==> src/rtl/fb_line_reader.sv <==
// fb_line_reader: display-side framebuffer read master that streams one LEN-pixel line per request into the linebuffer.
//
// Ports:
//   clk            pixel clock
//   rst            synchronous active-high reset
//   i_frame_start  1-cycle pulse at start of vertical blanking; rewinds to line 0 and aborts any fetch
//   i_line_req     1-cycle pulse requesting the next line
//   o_fb_addr      framebuffer read address
//   i_fb_data      framebuffer read data, valid LAT cycles after o_fb_addr
//   o_dout         pixel colour index to linebuffer (registered from i_fb_data)
//   o_dout_en      o_dout valid
//   o_busy         line fetch in progress
//   o_frame_done   1-cycle pulse after the last pixel of line LINES-1
// Optional (macro FB_LINE_READER_OVERRUN_EN):
//   o_overrun      sticky flag, a line request was dropped
//   o_overrun_cnt  dropped request count, saturating at 255
module fb_line_reader #(
    parameter int LEN   = 320,
    parameter int LINES = 240,
    parameter int ADDRW = 17,
    parameter int DATAW = 4,
    parameter int LAT   = 2
) (
    input  logic             clk,
    input  logic             rst,
    input  logic             i_frame_start,
    input  logic             i_line_req,
    output logic [ADDRW-1:0] o_fb_addr,
    input  logic [DATAW-1:0] i_fb_data,
    output logic [DATAW-1:0] o_dout,
    output logic             o_dout_en,
    output logic             o_busy,
    output logic             o_frame_done
`ifdef FB_LINE_READER_OVERRUN_EN
    ,
    output logic             o_overrun,
    output logic [7:0]       o_overrun_cnt
`endif
);
    localparam int CW = $clog2(LINES + 1);
    localparam int PW = $clog2(LEN + 1);
    localparam int DW = $clog2(LAT + 1) + 1;

    typedef enum logic [1:0] {IDLE, READ, DRAIN} state_t;

    state_t          r_state, w_state_nxt;
    logic [CW-1:0]   r_line_cnt;
    logic [ADDRW-1:0] r_base;
    logic [PW-1:0]   r_pix_cnt;
    logic [DW-1:0]   r_drain_cnt;
    logic [LAT:0]    r_vld;
    logic            w_start, w_last_pix, w_drain_done;

    // frame_start rewinds first, so a same-cycle request always starts line 0
    assign w_start      = i_line_req && (i_frame_start || (r_state == IDLE && r_line_cnt < CW'(LINES)));
    assign w_last_pix   = r_state == READ && r_pix_cnt == PW'(LEN - 1);
    assign w_drain_done = r_state == DRAIN && r_drain_cnt == DW'(LAT);
    assign o_dout_en    = r_vld[LAT];
    assign o_busy       = r_state != IDLE;

    always_comb begin
        w_state_nxt = r_state;
        if (w_start)
            w_state_nxt = READ;
        else if (i_frame_start)
            w_state_nxt = IDLE;
        else if (w_last_pix)
            w_state_nxt = DRAIN;
        else if (w_drain_done)
            w_state_nxt = IDLE;
    end

    always_ff @(posedge clk) begin
        if (rst) begin
            r_state      <= IDLE;
            r_line_cnt   <= '0;
            r_base       <= '0;
            r_pix_cnt    <= '0;
            r_drain_cnt  <= '0;
            r_vld        <= '0;
            o_fb_addr    <= '0;
            o_dout       <= '0;
            o_frame_done <= 1'b0;
        end else begin
            r_state      <= w_state_nxt;
            o_dout       <= i_fb_data;
            // each issued address is tagged; the tag emerges with its pixel
            r_vld        <= i_frame_start ? '0 : {r_vld[LAT-1:0], r_state == READ};
            r_drain_cnt  <= r_state == DRAIN ? r_drain_cnt + DW'(1) : '0;
            o_frame_done <= w_drain_done && !i_frame_start && r_line_cnt == CW'(LINES - 1);
            if (i_frame_start) begin
                r_line_cnt <= '0;
                r_base     <= '0;
            end else if (w_drain_done) begin
                r_line_cnt <= r_line_cnt + CW'(1);
                // base stops at the last line so it never points past the frame
                if (r_line_cnt != CW'(LINES - 1))
                    r_base <= r_base + ADDRW'(LEN);
            end
            if (w_start) begin
                o_fb_addr <= i_frame_start ? '0 : r_base;
                r_pix_cnt <= '0;
            end else if (r_state == READ && !i_frame_start && !w_last_pix) begin
                o_fb_addr <= o_fb_addr + ADDRW'(1);
                r_pix_cnt <= r_pix_cnt + PW'(1);
            end
        end
    end

`ifdef FB_LINE_READER_OVERRUN_EN
    logic w_drop;
    assign w_drop = i_line_req && !w_start;
    always_ff @(posedge clk) begin
        if (rst || i_frame_start) begin
            o_overrun     <= 1'b0;
            o_overrun_cnt <= '0;
        end else if (w_drop) begin
            o_overrun     <= 1'b1;
            o_overrun_cnt <= o_overrun_cnt == 8'hFF ? o_overrun_cnt : o_overrun_cnt + 8'd1;
        end
    end
`endif
endmodule
==> config.mk <==
export PLATFORM = sky130hd
export DESIGN_NAME = fb_line_reader
export DESIGN_NICKNAME = d
export VERILOG_FILES = /design/src/rtl/fb_line_reader.sv
export SDC_FILE = /design/constraint.sdc
export NUM_CORES = 1
export LEC_CHECK = 0
export CORE_MARGIN = 2
export CORE_UTILIZATION = 38
export CTS_BUF_LIST = sky130_fd_sc_hd__clkbuf_4 sky130_fd_sc_hd__clkbuf_8
export CTS_CLUSTER_SIZE = 12
export DETAILED_ROUTE_END_ITERATION = 10
export MAX_ROUTING_LAYER = met4
export PLACE_DENSITY = 0.65
export SYNTH_ARGS = -nofsm -noshare
export SYNTH_HDL_FRONTEND = slang
export SYNTH_SLANG_ARGS = --single-unit
==> constraint.sdc <==
create_clock -name clk -period 2.1 [get_ports clk]
set_input_delay 0.21 -clock clk [delete_from_list [all_inputs] [get_ports clk]]
set_output_delay 0.21 -clock clk [all_outputs]
set_load 0.1 [all_outputs]
==> impl_metrics.toml <==
[timing]
period_share = 0.934
worstMarginPinSlew_ns = 0.522
fmax_ghz = 0.510
slew_headroom = 0.643
min_period_ns = 1.96
hold_viol = 0
rsz0062_at_grt = "no"
fin_setup_tns_ns = 0
setup_ws_ns = 0.139
clock_skew_ns = 0.00822
setup_viol = 0
slew_viol_final = 0

[grt]
track_usage = 0.186
grt_pass1_vias = 2329
grt_overflow_total = 0
grt_antenna_before_repair = 0
grt_first_pass_wirelength_mm = 11.0
grt_max_degree = 23

[yosys]
synthSimpleGateAreaFrac = 0.278
synth_compound_area_frac = 0.155
ys.warnings.count = 0
synth_top_cell_by_area = "dfxtp_1"
synth_area_per_cell_um2 = 8.96
syn_nets = 323
ys.flop_type = "dfxtp_1"
yosysMostFrequentCell = "dfxtp_1"
synth-edff-count = 0
synthXorXnorAreaFrac = 0.0854
synth_cells = 309
syn_area_um2 = 2770
synth_mux_area_frac = 0.00362
synth_fa_ha_area_frac = 0.0271
yosys-top-cells-area = "dfxtp_1 42%, xnor2_1 5.1%, nor2_1 4.2%"
synth-async-reset-ratio = 0
synthDistinctLibCells = 50
synth_common_cells = "58 x dfxtp_1, 31 x nor2_1, 27 x nand2_1"
ys_ff_latch = 58
ys_seq_area_frac = 0.420
synth_top_family_by_area = "simple AND/OR/NAND/NOR gates"
synth_top_cell_area_share = 0.420

[worst_setup_path]
slowest_delay_ns = 0.46
crit_type = "reg -> reg"
cpMaxStageDelayCell = "or4_1"
crit_required_ns = 2.38
r2r_slack_ns = 0.14
path_cells = "ha_1, and4b_1, a211o_4, or4_1, a21oi_1"
r2r_cells = 5
worstSetupStartpointType = "register"
endpoint_kind = "register"
worst-path-buf-inv = 0
cp.arrival_ns = 2.24
path_delay_family = "simple AND/OR/NAND/NOR gates"
path_max_fanout = 8
r2r-start = "r_line_cnt[0]$_SDFFE_PP0P_"
r2r-end = "r_base[15]$_SDFFE_PP0P_"

[power_and_ir_drop]
powerDensity_nw_per_um2 = 768
power_leakage_uw = 0.00122
irDropWorstVdd_mv = 0.297

[route]
totalWireLength_mm = 6.51
postRouteAntennaNets = 0
drt-initial-drc-count = 122
wl_per_cell_um = 14.3
drc = 0
routed_via_density = 5.41
vias = 2473
drtPass1Iterations = 4

[hold_path]
hold_depth = 2
hold_path_class = "in -> reg"
min_from = "i_fb_data[2]"
hold_end = "o_dout[2]$_SDFF_PP0_"

[clock_tree]
cts-root-buf = "clkbuf_8"
cts_buffers = 9
cts_tree = "yes"
h-tree-depth = 3
cts_buffer_depth = 2
worstSkewPairLatency_ns = 0.35
hold_buffers = 0
clock_sinks = 58
cts.clk_slew.worst_paths_ns = 0.07

[finish]
fin_nets = 367
areaGrowthSynthToFinish_pct = 27.3
final_util = 0.494
diodes = 0
drive_gt1_frac = 0.232

[floorplan]
die_x_um = 89.3
initial_core_util = 0.388
die_h_um = 89.3
io_pins = 32
die_area_um2 = 7980
coreArea_um2 = 7140
row_count = 31

[place]
dp_slack_ns = 0.0275
gp_congestion = 0.907
portBuffers = 31
post-dp-hpwl_mm = 4.65

[status]
status = "finished, final reports clean"

[flow_run]
max_cap_viol_count = 0
## cell usage in the layout (no fill, tap or decap), types with 3 or more instances in the layout
cell type,count
a211oi_1,7
a21oi_1,13
a221o_1,3
and2_1,5
buf_4,43
bufinv_16,4
clkbuf_8,12
clkdlybuf4s50_1,7
dfxtp_1,45
dfxtp_2,11
ha_1,6
inv_1,3
nand2_1,27
nand3_1,12
nand4_1,16
nand4bb_1,3
nor2_1,31
nor2b_1,4
nor3_1,5
o2111ai_1,3
o211ai_1,7
o21ai_0,8
o311ai_0,3
o31ai_1,3
or3_1,4
or4_1,10
xnor2_1,16
xor2_1,11
## registers in the layout (all words and copies together), names as in the netlist
register,cells
r_drain_cnt,3
r_base,11
o_fb_addr,17
r_line_cnt,8
o_dout,4
r_state,2
r_vld,3
o_frame_done,1
r_pix_cnt,9
## worst register-to-register path: cells and delay by family (launching register included)
family	cells	cell delay (ns)
AOI/OAI and AO/OA	2	0.54
DFF	1	0.34
and+or+nand+nor	2	0.76
adders and majority gates	1	0.25
## area by class of cell
class | instances | area (µm²)
fill | 711 | 3610
inverter | 3 | 11.3
clock buffer | 12 | 165
tap | 99 | 124
timing repair buffer | 50 | 393
multi-input combinational | 231 | 1530
sequential | 58 | 1180
clock inverter | 4 | 120
## metal layers
layer | up-vias | GRT usage | part of all wire
met4 | 0 | 0.0529 | 0.013
met3 | 13 | 0.0646 | 0.042
met2 | 40 | 0.302 | 0.48
li1 | 1234 | - | -
met1 | 1186 | 0.220 | 0.46
met5 | - | - | 0
## metrics by stage
step                hold slack, ns  total power, µW  instance area, µm²  cells
CTS                          0.404             2730                3520    457
global placement             0.408             1270                3230    441
detailed placement           0.416             1270                3230    441
floorplan                    0.338             1230                2790    309
finish                       0.414             2700                3520    457
global route                 0.428             2790                3520    457
## report_power, final
| group | total [µW] | switching, µW | internal (µW) |
|---|---|---|---|
| combinational | 137 | 92.6 | 44.2 |
| clock | 1460 | 450 | 1010 |
| sequential | 1110 | 6.72 | 1110 |
## logic make-up (layout without fill, tap and decap cells)
family                   Yosys count  after routing
buffers and inverters             20             69
flip-flops                        58             58
XOR/XNOR                          27             27
AND/OR/NAND/NOR                  138            138
AO/OA/AOI/OAI                     59             59
multiplexers                       1              1
adder cells (fa/ha/maj)            6              6
## repair_timing
action                                  CTS  global route
endpoints found under the setup margin    0             3
buffers inserted                          0             0
gates resized for setup                   0             1
## worst max path at each step
| stage | start | end | slack (ns) | cells after the start |
|---|---|---|---|---|
| finish | r_line_cnt[0]$_SDFFE_PP0P_ | r_base[15]$_SDFFE_PP0P_ | 0.14 | 5 |
| detailed placement | i_frame_start | o_fb_addr[8]$_SDFFE_PP0P_ | 0.03 | 6 |
| global route | o_fb_addr[0]$_SDFFE_PP0P_ | o_fb_addr[8]$_SDFFE_PP0P_ | 0.02 | 6 |
| CTS | o_fb_addr[0]$_SDFFE_PP0P_ | o_fb_addr[8]$_SDFFE_PP0P_ | 0.04 | 6 |
| floorplan | o_fb_addr[5]$_SDFFE_PP0P_ | o_fb_addr[12]$_SDFFE_PP0P_ | -0.02 | 5 |
| global placement | i_frame_start | o_fb_addr[8]$_SDFFE_PP0P_ | 0.08 | 6 |
Power figures use the tool's default switching activity.
